$ cat config.mk
export PLATFORM = sky130hd
export DESIGN_NAME = temp_sampler
export DESIGN_NICKNAME = d
export VERILOG_FILES = /design/src/rtl/temp_sampler.sv
export SDC_FILE = /design/constraint.sdc
export NUM_CORES = 1
export LEC_CHECK = 0
export ABC_CLOCK_PERIOD_IN_PS = 6400
export BUFFER_PORTS_ARGS = -buffer_cell sky130_fd_sc_hd__buf_4
export CAP_MARGIN = 0
export CORE_UTILIZATION = 45
export DETAILED_ROUTE_END_ITERATION = 8
export PLACE_DENSITY_LB_ADDON = 0.3
export SYNTH_ARGS = -nofsm -noshare
export SYNTH_HDL_FRONTEND = slang
export SYNTH_SLANG_ARGS = --single-unit
export TNS_END_PERCENT = 100
$ cat constraint.sdc
create_clock -name clk -period 6.4 [get_ports clk]
set_clock_uncertainty 0.1 [all_clocks]
set_input_delay 0.32 -clock clk [delete_from_list [all_inputs] [get_ports clk]]
set_output_delay 0.32 -clock clk [all_outputs]
set_load 0.005 [all_outputs]
$ cat src/rtl/temp_sampler.sv
// temp_sampler
//   Paced temperature acquisition front end. A free-running prescaler raises
//   a tick every div+1 cycles; each tick starts one req/ack conversion. The
//   returned code is turned into a saturated signed Q7.0 value, trimmed by
//   offset, and smoothed by a 2^AVG_LOG2-entry moving average.
//
// Ports
//   clk, rst_n    : clock, asynchronous active-low reset
//   enable        : 1 runs the sampler, 0 returns it to IDLE
//   div[15:0]     : tick period is div+1 cycles
//   offset[7:0]   : signed trim added to the converted value
//   adc_req       : conversion request, high while waiting for ack
//   adc_ack       : one-cycle acknowledge, adc_data valid with it
//   adc_data      : raw unsigned sensor code
//   T_out[7:0]    : averaged temperature, signed Q7.0, stable between T_valid
//   T_valid       : one-cycle strobe when T_out updates
//   init_out      : with the first T_valid after enable rises
//   err_timeout   : one-cycle pulse when a request is abandoned
//   overrun       : one-cycle pulse when a tick is dropped while busy
module temp_sampler #(
    parameter int ADC_W    = 12,
    parameter int AVG_LOG2 = 2,
    parameter int TO_MAX   = 255
) (
    input  logic              clk,
    input  logic              rst_n,
    input  logic              enable,
    input  logic [15:0]       div,
    input  logic signed [7:0] offset,
    output logic              adc_req,
    input  logic              adc_ack,
    input  logic [ADC_W-1:0]  adc_data,
    output logic signed [7:0] T_out,
    output logic              T_valid,
    output logic              init_out,
    output logic              err_timeout,
    output logic              overrun
);

    localparam int N  = 1 << AVG_LOG2;
    localparam int SW = 8 + AVG_LOG2;
    localparam int PW = (AVG_LOG2 == 0) ? 1 : AVG_LOG2;
    localparam int TW = $clog2(TO_MAX + 1);

    localparam logic [2:0] S_IDLE = 3'd0;
    localparam logic [2:0] S_WAIT = 3'd1;
    localparam logic [2:0] S_REQ  = 3'd2;
    localparam logic [2:0] S_PROC = 3'd3;
    localparam logic [2:0] S_OUT  = 3'd4;

    logic [2:0]           state_q, state_d;
    logic [15:0]          cnt_q, cnt_d;
    logic [TW-1:0]        to_q, to_d;
    logic [7:0]           data_q, data_d;
    logic signed [7:0]    buf_q [N];
    logic signed [SW-1:0] sum_q, sum_d;
    logic [PW-1:0]        wptr_q, wptr_d;
    logic                 empty_q, empty_d;
    logic                 first_q, first_d;
    logic signed [7:0]    tout_q, tout_d;
    logic                 tvalid_q, tvalid_d;
    logic                 init_q, init_d;
    logic                 err_q, err_d;
    logic                 ovr_q, ovr_d;
    logic                 buf_fill, buf_wr;

    logic                 tick;
    logic signed [9:0]    t_wide;
    logic signed [7:0]    t_sat;
    logic signed [SW-1:0] t_ext, old_ext, sum_new;

    // Gating with enable makes a disable win over a coincident tick.
    // Using >= keeps the prescaler wrapping if div is lowered mid-count.
    assign tick = enable && (state_q != S_IDLE) && (cnt_q >= div);

    // Conversion of the captured top byte: centre at 128, trim, saturate.
    always_comb begin
        t_wide = $signed({2'b00, data_q}) - 10'sd128 + $signed({{2{offset[7]}}, offset});
        if (t_wide > 10'sd127)
            t_sat = 8'sd127;
        else if (t_wide < -10'sd128)
            t_sat = -8'sd128;
        else
            t_sat = t_wide[7:0];
        t_ext   = SW'(t_sat);
        old_ext = SW'(buf_q[wptr_q]);
        // An empty buffer is seeded with N copies of t so the first output is t itself.
        if (empty_q)
            sum_new = t_ext <<< AVG_LOG2;
        else
            sum_new = sum_q + t_ext - old_ext;
    end

    always_comb begin
        state_d  = state_q;
        to_d     = to_q;
        data_d   = data_q;
        sum_d    = sum_q;
        wptr_d   = wptr_q;
        empty_d  = empty_q;
        first_d  = first_q;
        tout_d   = tout_q;
        tvalid_d = 1'b0;
        init_d   = 1'b0;
        err_d    = 1'b0;
        ovr_d    = 1'b0;
        buf_fill = 1'b0;
        buf_wr   = 1'b0;

        if (!enable || state_q == S_IDLE)
            cnt_d = '0;
        else if (tick)
            cnt_d = '0;
        else
            cnt_d = cnt_q + 16'd1;

        if (state_q == S_IDLE) begin
            empty_d = 1'b1;
            first_d = 1'b1;
            wptr_d  = '0;
        end

        if (tick && (state_q == S_REQ || state_q == S_PROC || state_q == S_OUT))
            ovr_d = 1'b1;

        if (!enable) begin
            state_d = S_IDLE;
        end else begin
            case (state_q)
                S_IDLE: state_d = S_WAIT;
                S_WAIT: begin
                    if (tick) begin
                        state_d = S_REQ;
                        to_d    = '0;
                    end
                end
                S_REQ: begin
                    // Ack is checked first so it wins over a coincident timeout.
                    if (adc_ack) begin
                        data_d  = adc_data[ADC_W-1 -: 8];
                        state_d = S_PROC;
                    end else if (to_q == TW'(TO_MAX - 1)) begin
                        err_d   = 1'b1;
                        state_d = S_WAIT;
                    end else begin
                        to_d = to_q + 1'b1;
                    end
                end
                S_PROC: begin
                    // Output registers load here so T_valid lands two cycles after ack.
                    sum_d    = sum_new;
                    tout_d   = 8'(sum_new >>> AVG_LOG2);
                    tvalid_d = 1'b1;
                    init_d   = first_q;
                    first_d  = 1'b0;
                    empty_d  = 1'b0;
                    if (empty_q) begin
                        buf_fill = 1'b1;
                    end else begin
                        buf_wr = 1'b1;
                        wptr_d = (wptr_q == PW'(N - 1)) ? '0 : wptr_q + 1'b1;
                    end
                    state_d = S_OUT;
                end
                S_OUT:   state_d = S_WAIT;
                default: state_d = S_IDLE;
            endcase
        end
    end

    always_ff @(posedge clk or negedge rst_n) begin
        if (!rst_n) begin
            state_q  <= S_IDLE;
            cnt_q    <= '0;
            to_q     <= '0;
            data_q   <= '0;
            sum_q    <= '0;
            wptr_q   <= '0;
            empty_q  <= 1'b1;
            first_q  <= 1'b1;
            tout_q   <= '0;
            tvalid_q <= 1'b0;
            init_q   <= 1'b0;
            err_q    <= 1'b0;
            ovr_q    <= 1'b0;
        end else begin
            state_q  <= state_d;
            cnt_q    <= cnt_d;
            to_q     <= to_d;
            data_q   <= data_d;
            sum_q    <= sum_d;
            wptr_q   <= wptr_d;
            empty_q  <= empty_d;
            first_q  <= first_d;
            tout_q   <= tout_d;
            tvalid_q <= tvalid_d;
            init_q   <= init_d;
            err_q    <= err_d;
            ovr_q    <= ovr_d;
        end
    end

    // Window storage: all entries load together on a seed, else only the oldest.
    always_ff @(posedge clk or negedge rst_n) begin
        if (!rst_n) begin
            for (int i = 0; i < N; i++)
                buf_q[i] <= '0;
        end else begin
            for (int i = 0; i < N; i++) begin
                if (buf_fill || (buf_wr && wptr_q == PW'(i)))
                    buf_q[i] <= t_sat;
            end
        end
    end

    assign adc_req     = (state_q == S_REQ);
    assign T_out       = tout_q;
    assign T_valid     = tvalid_q;
    assign init_out    = init_q;
    assign err_timeout = err_q;
    assign overrun     = ovr_q;

endmodule

# == Word level (Yosys, flattened, before mapping) ==
# Index checks and enable logic that the tools add are counted.
# totals
register_bits,93
latch_bits,0
ram_bits,0
rom_bits,0
in_bits,40
out_inout_bits,13
word_cells,109
mem_count,0
# classes
addsub,7
multipliers,0
div,0
order_cmp,4
eq_ne,13
shift,0
n_mux,43
bitwise_logic,1
n_reduce_logical,24
# op_table
op,count
8-bit two-way mux,7
16-bit two-way mux,2
1-bit two-way mux,21
16-bit by 1-bit adder with 16-bit output (second input constant),1
8-bit binary-select mux with 2-bit select,1
16-bit >= comparator,1
8-bit one-hot mux with 2 select lines,1
3-bit two-way mux,4
3-bit one-hot mux with 4 select lines,1
10-bit by 8-bit adder with 10-bit output,1
9-bit by 8-bit adder with 10-bit output,1
10-bit by 8-bit > comparator with 1-bit output (second input constant),1
10-bit by 8-bit < comparator with 1-bit output (second input constant),1
10-bit two-way mux,1
2-bit two-way mux,5
10-bit by 8-bit subtractor with 10-bit output,1
8-bit by 8-bit subtractor with 9-bit output (second input constant),1
8-bit by 1-bit adder with 8-bit output (second input constant),1
8-bit == test (second input constant),1
1-bit logical AND,7
1-bit logical OR,7
3-bit by 2-bit == test with 1-bit output (second input constant),2
2-bit inequality test (second input constant),3
5-bit AND reduction,1
other kinds (17),19

# == Longest topological paths before layout ==
# depth
word_depth,8
depth_mapped,20

# == Least setup slack after synthesis ==
# No wires, ideal clock.
# synth_path
path_type,register to register
start,reg data_q[0]
end,reg sum_q[9]
setup_time_ns,0.095
arrival_time_ns,3.922
required_ns,6.205
slack_ns,2.283
stages_incl_launch_ff,19
period_less_slack_ns,4.117
cell_sequence,dfrtp_1 -> ha_1 -> fa_1 -> a211oi_2 -> o21ai_1 -> a31oi_2 -> o21ai_0 -> and2_1 -> clkbuf_1 -> fa_1 -> inv_1 -> ha_1 -> a21oi_1 -> nand4b_1 -> a21oi_1 -> o211ai_1 -> a21o_1 -> and4_1 -> o31ai_1
# synth_between
elab_chain_len,8
elab_cells_between_ends,9
classes_between,4 x add/sub; 2 x order compare; 3 x mux
# synth_rtl
element,line,text
"start, declared",54,"logic [7:0] data_q, data_d;"
"start signal, assigned",190,data_q <= data_d;
8-bit by 8-bit subtractor with 9-bit output *,78,"t_wide = $signed({2'b00, data_q}) - 10'sd128 + $signed({{2{offset[7]}}, offset});"
9-bit by 8-bit adder with 10-bit output *,78,
10-bit by 8-bit < comparator with 1-bit output,81,else if (t_wide < -10'sd128)
8-bit two-way mux,81,
8-bit two-way mux *,79,if (t_wide > 10'sd127)
10-bit by 8-bit adder with 10-bit output,91,sum_new = sum_q + t_ext - old_ext;
10-bit by 8-bit subtractor with 10-bit output,91,
10-bit two-way mux *,88,if (empty_q)
"end signal, assigned",191,sum_q <= sum_d;
"end, declared",56,"logic signed [SW-1:0] sum_q, sum_d;"
# Every way passes the cells marked *; elsewhere a longest branch is shown, timed or not.
# A chain may end at the register's enable or synchronous reset.

# == Worst setup path in the final report ==
# layout_path
start,reg data_q[0]
end,reg sum_q[8]
# Same word-level chain as after synthesis.

==> impl_metrics.py <==
metrics = {
    "clock_network": {
        "cts_max_level": 3,
        "cts-root-buf": "clkbuf_16",
        "clkSinkCount": 85,
        "postCtsHoldBufs": 1,
        "cts_tree": "yes",
        "clockBufferDepth": 2,
        "clk_latency_ns": 0.33,
        "cts_resized": 0,
        "numCtsBuffers": 9,
        "clk_pin_slew_ns": 0.06,
        "postCtsSetupBuffers": 0,
    },
    "grt": {
        "grt_pass1_wl_um": 19000,
        "antenna_found_initial": 0,
        "grt_max_degree": 72,
        "grt_use_total_pct": 19.1,
        "grt_pass1_vias": 4016,
        "grt-ovfl-total": 0,
    },
    "sta": {
        "rsz0062_at_grt": "no",
        "fin_crit_sh_pct": 70.6,
        "setup_ws_ns": 1.88,
        "final_max_slew_viol_count": 0,
        "relSlewSlack_pct": 27.2,
        "final.setup.tns_ns": 0,
        "fmax_ghz": 0.221,
        "hold_viol_final": 0,
        "period_needed_ns": 4.52,
        "setup_violations": 0,
        "worst_pin_slew_ns": 1.09,
    },
    "layout": {
        "diodes": 0,
        "area_growth_pct": 13.1,
        "final_util_pct": 52.6,
        "drive_gt1_share_pct": 15.8,
        "stdcell_count": 751,
        "fillers": 1042,
        "nets": 694,
    },
    "routing": {
        "ant_nets": 0,
        "viasPerCell": 5.33,
        "wl_met3_um": 339,
        "drt_pass1_iterations": 4,
        "wl_per_cell_um": 14.4,
        "drt-total-wl_um": 10800,
        "vias": 4004,
        "dr.first_iter.drc_count": 251,
        "remaining_drc_errors": 0,
        "wl_met2_um": 4930,
        "drt-met1-wl_um": 5460,
        "top_layer_used": "met4",
    },
    "floorplanning": {
        "die_w_um": 111,
        "start_util_pct": 46.5,
        "num_rows": 39,
        "core_mm2": 0.0115,
        "die-height_um": 111,
        "ios": 53,
        "die-area_mm2": 0.0123,
    },
    "yosys": {
        "yosysTopAreaCellShare_pct": 38.8,
        "synth_area_mm2": 0.00536,
        "synth_area_per_cell_um2": 9.45,
        "synth_seq_cells": 85,
        "synth_most_common_cell": "dfrtp_1",
        "ys.flop_type": "dfrtp_1",
        "synth_common_cells": "dfrtp_1, inv_1, nand2_1, o21ai_0, nor2_1",
        "yosys_warnings": 0,
        "synth_area_leader_cell": "dfrtp_1",
        "async_flop_share_pct": 100,
        "synth_fp_nets": 658,
        "netlist_instances": 567,
        "synth_area_leaders": "dfrtp_1, ha_1, o21ai_0",
        "ys_seq_area_share_pct": 39.7,
        "synth_edf_count": 0,
        "ys_types": 56,
    },
    "worst_setup_path": {
        "slowest_delay_ns": 0.54,
        "end_kind": "flip-flop",
        "start_kind": "flip-flop",
        "crit_chain": "ha_1 > fa_1 > a211oi_2 > o21ai_1 > a31oi_2 > a21oi_1 > and2_1 > fa_1 > inv_1 > ha_1 > nor2b_1 > o21ai_0 > a21oi_1 > o41ai_1 > xnor2_1 > o22ai_1 > nor2_1",
        "critPathMaxFanout": 7,
        "slowest_stage": "fa_1",
        "critical_path_class": "flip-flop to flip-flop",
        "arrival_ns": 4.68,
        "cp.required_ns": 6.56,
    },
    "power_and_ir_drop": {
        "power_density_mw_per_mm2": 192,
        "leakagePower_nw": 2.96,
        "peakVddDrop_uv": 152,
    },
    "run": {
        "cap_viol_max_count": 0,
    },
    "status": {
        "run_status": "finished clean",
    },
    "place": {
        "dp.cells": 734,
        "io_buffers": 48,
        "gp_congestion": 0.868,
        "dp_hpwl_um": 8130,
        "preCtsSetupSlack_ns": 1.86,
    },
    "hold_path": {
        "hold_class": "primary input to flip-flop",
    },
}
-- cell families (layout without fill, tap and decap cells) --
| family | after synthesis | count (layout) | synth area share, % |
|---|---|---|---|
| simple gates | 168 | 168 | 14.5 |
| buf+inv | 83 | 124 | 6.59 |
| mux | 23 | 23 | 6.47 |
| fa+ha+maj | 51 | 51 | 13.3 |
| compound gates | 132 | 132 | 15.2 |
| flops | 85 | 85 | 39.7 |
| xor+xnor | 25 | 25 | 4.09 |
-- worst max-delay path: cells and delay by family, from the launching register on --
family	cells	cell delay, ns
AOI/OAI and AO/OA	8	1.69
adders and majority gates	4	1.56
and+or+nand+nor	3	0.50
DFF	1	0.38
xor gates and xnor gates	1	0.18
buffers and inverters	1	0.04
-- sequential cells by signal, summed over array words and instances, names as in the netlist --
name and cells:
sum_q 10, data_q 8, err_timeout 1, T_valid 1
init_out 1, overrun 1, state_q 3, empty_q 1
first_q 1, cnt_q 16, buf_q 32, wptr_q 2
to_q 8
-- metrics by stage --
step,hold WS [ns],instance area [µm²],total power (W)
after global placement,0.0945,5770,0.000674
final,0.0507,6060,0.00116
after detailed placement,0.0936,5770,0.000679
after global routing,0.0417,6060,0.00121
after floorplan,-0.0756,5360,0.000630
after CTS,0.0456,6060,0.00117
-- cell usage in the layout, fill, tap and decap left out, types with 6 or more instances in the layout --
cell type,count
o21ai_1,11
fa_1,10
xor2_1,13
nand3_1,21
buf_4,49
a21oi_1,22
nor2_1,44
o21ai_0,48
a21o_1,13
dfrtp_1,83
mux4_2,8
xnor2_1,12
nand2_1,57
nand4_1,6
mux2_2,13
ha_1,41
nor3_1,8
nor2b_1,7
clkbuf_16,9
inv_1,57
-- where the power goes --
part | switching (W) | internal, W
clock network | 0.000207 | 0.000285
logic | 0.0000742 | 0.0000546
registers | 0.00000194 | 0.000539
total | 0.000283 | 0.000878
-- routing by layer --
metal / up-vias / track usage (%)
li1: 2026 / -
met1: 1890 / 26.3
met2: 77 / 31.3
met3: 11 / 3.44
met4: 0 / 4.68
met5: - / 0
-- worst paths after layout --
path / from / endpoint / slack, ns / cells past startpoint
min in group asynchronous: rst_n / sum_q[2] / 0.27 / 2
hold / removal: adc_ack / err_timeout / 0.05 / 2
setup / recovery: data_q[0] / sum_q[8] / 1.88 / 17
hold reg to reg: buf_q[11] / buf_q[11] / 0.38 / 2
setup reg to reg: data_q[0] / sum_q[8] / 1.88 / 17
max in group asynchronous: rst_n / to_q[2] / 4.80 / 3
-- area by class of cell --
class | instances | area [µm²] | share of cell area (%)
clock buffers | 13 | 260 | 4.30
clock inverters | 3 | 18.8 | 0.310
inverters | 58 | 218 | 3.59
multi-input cells | 399 | 2880 | 47.5
flip-flops and latches | 85 | 2130 | 35.2
well taps | 143 | 179 | 2.95
repair buffers | 50 | 378 | 6.24
Power figures use the tool's default switching activity.
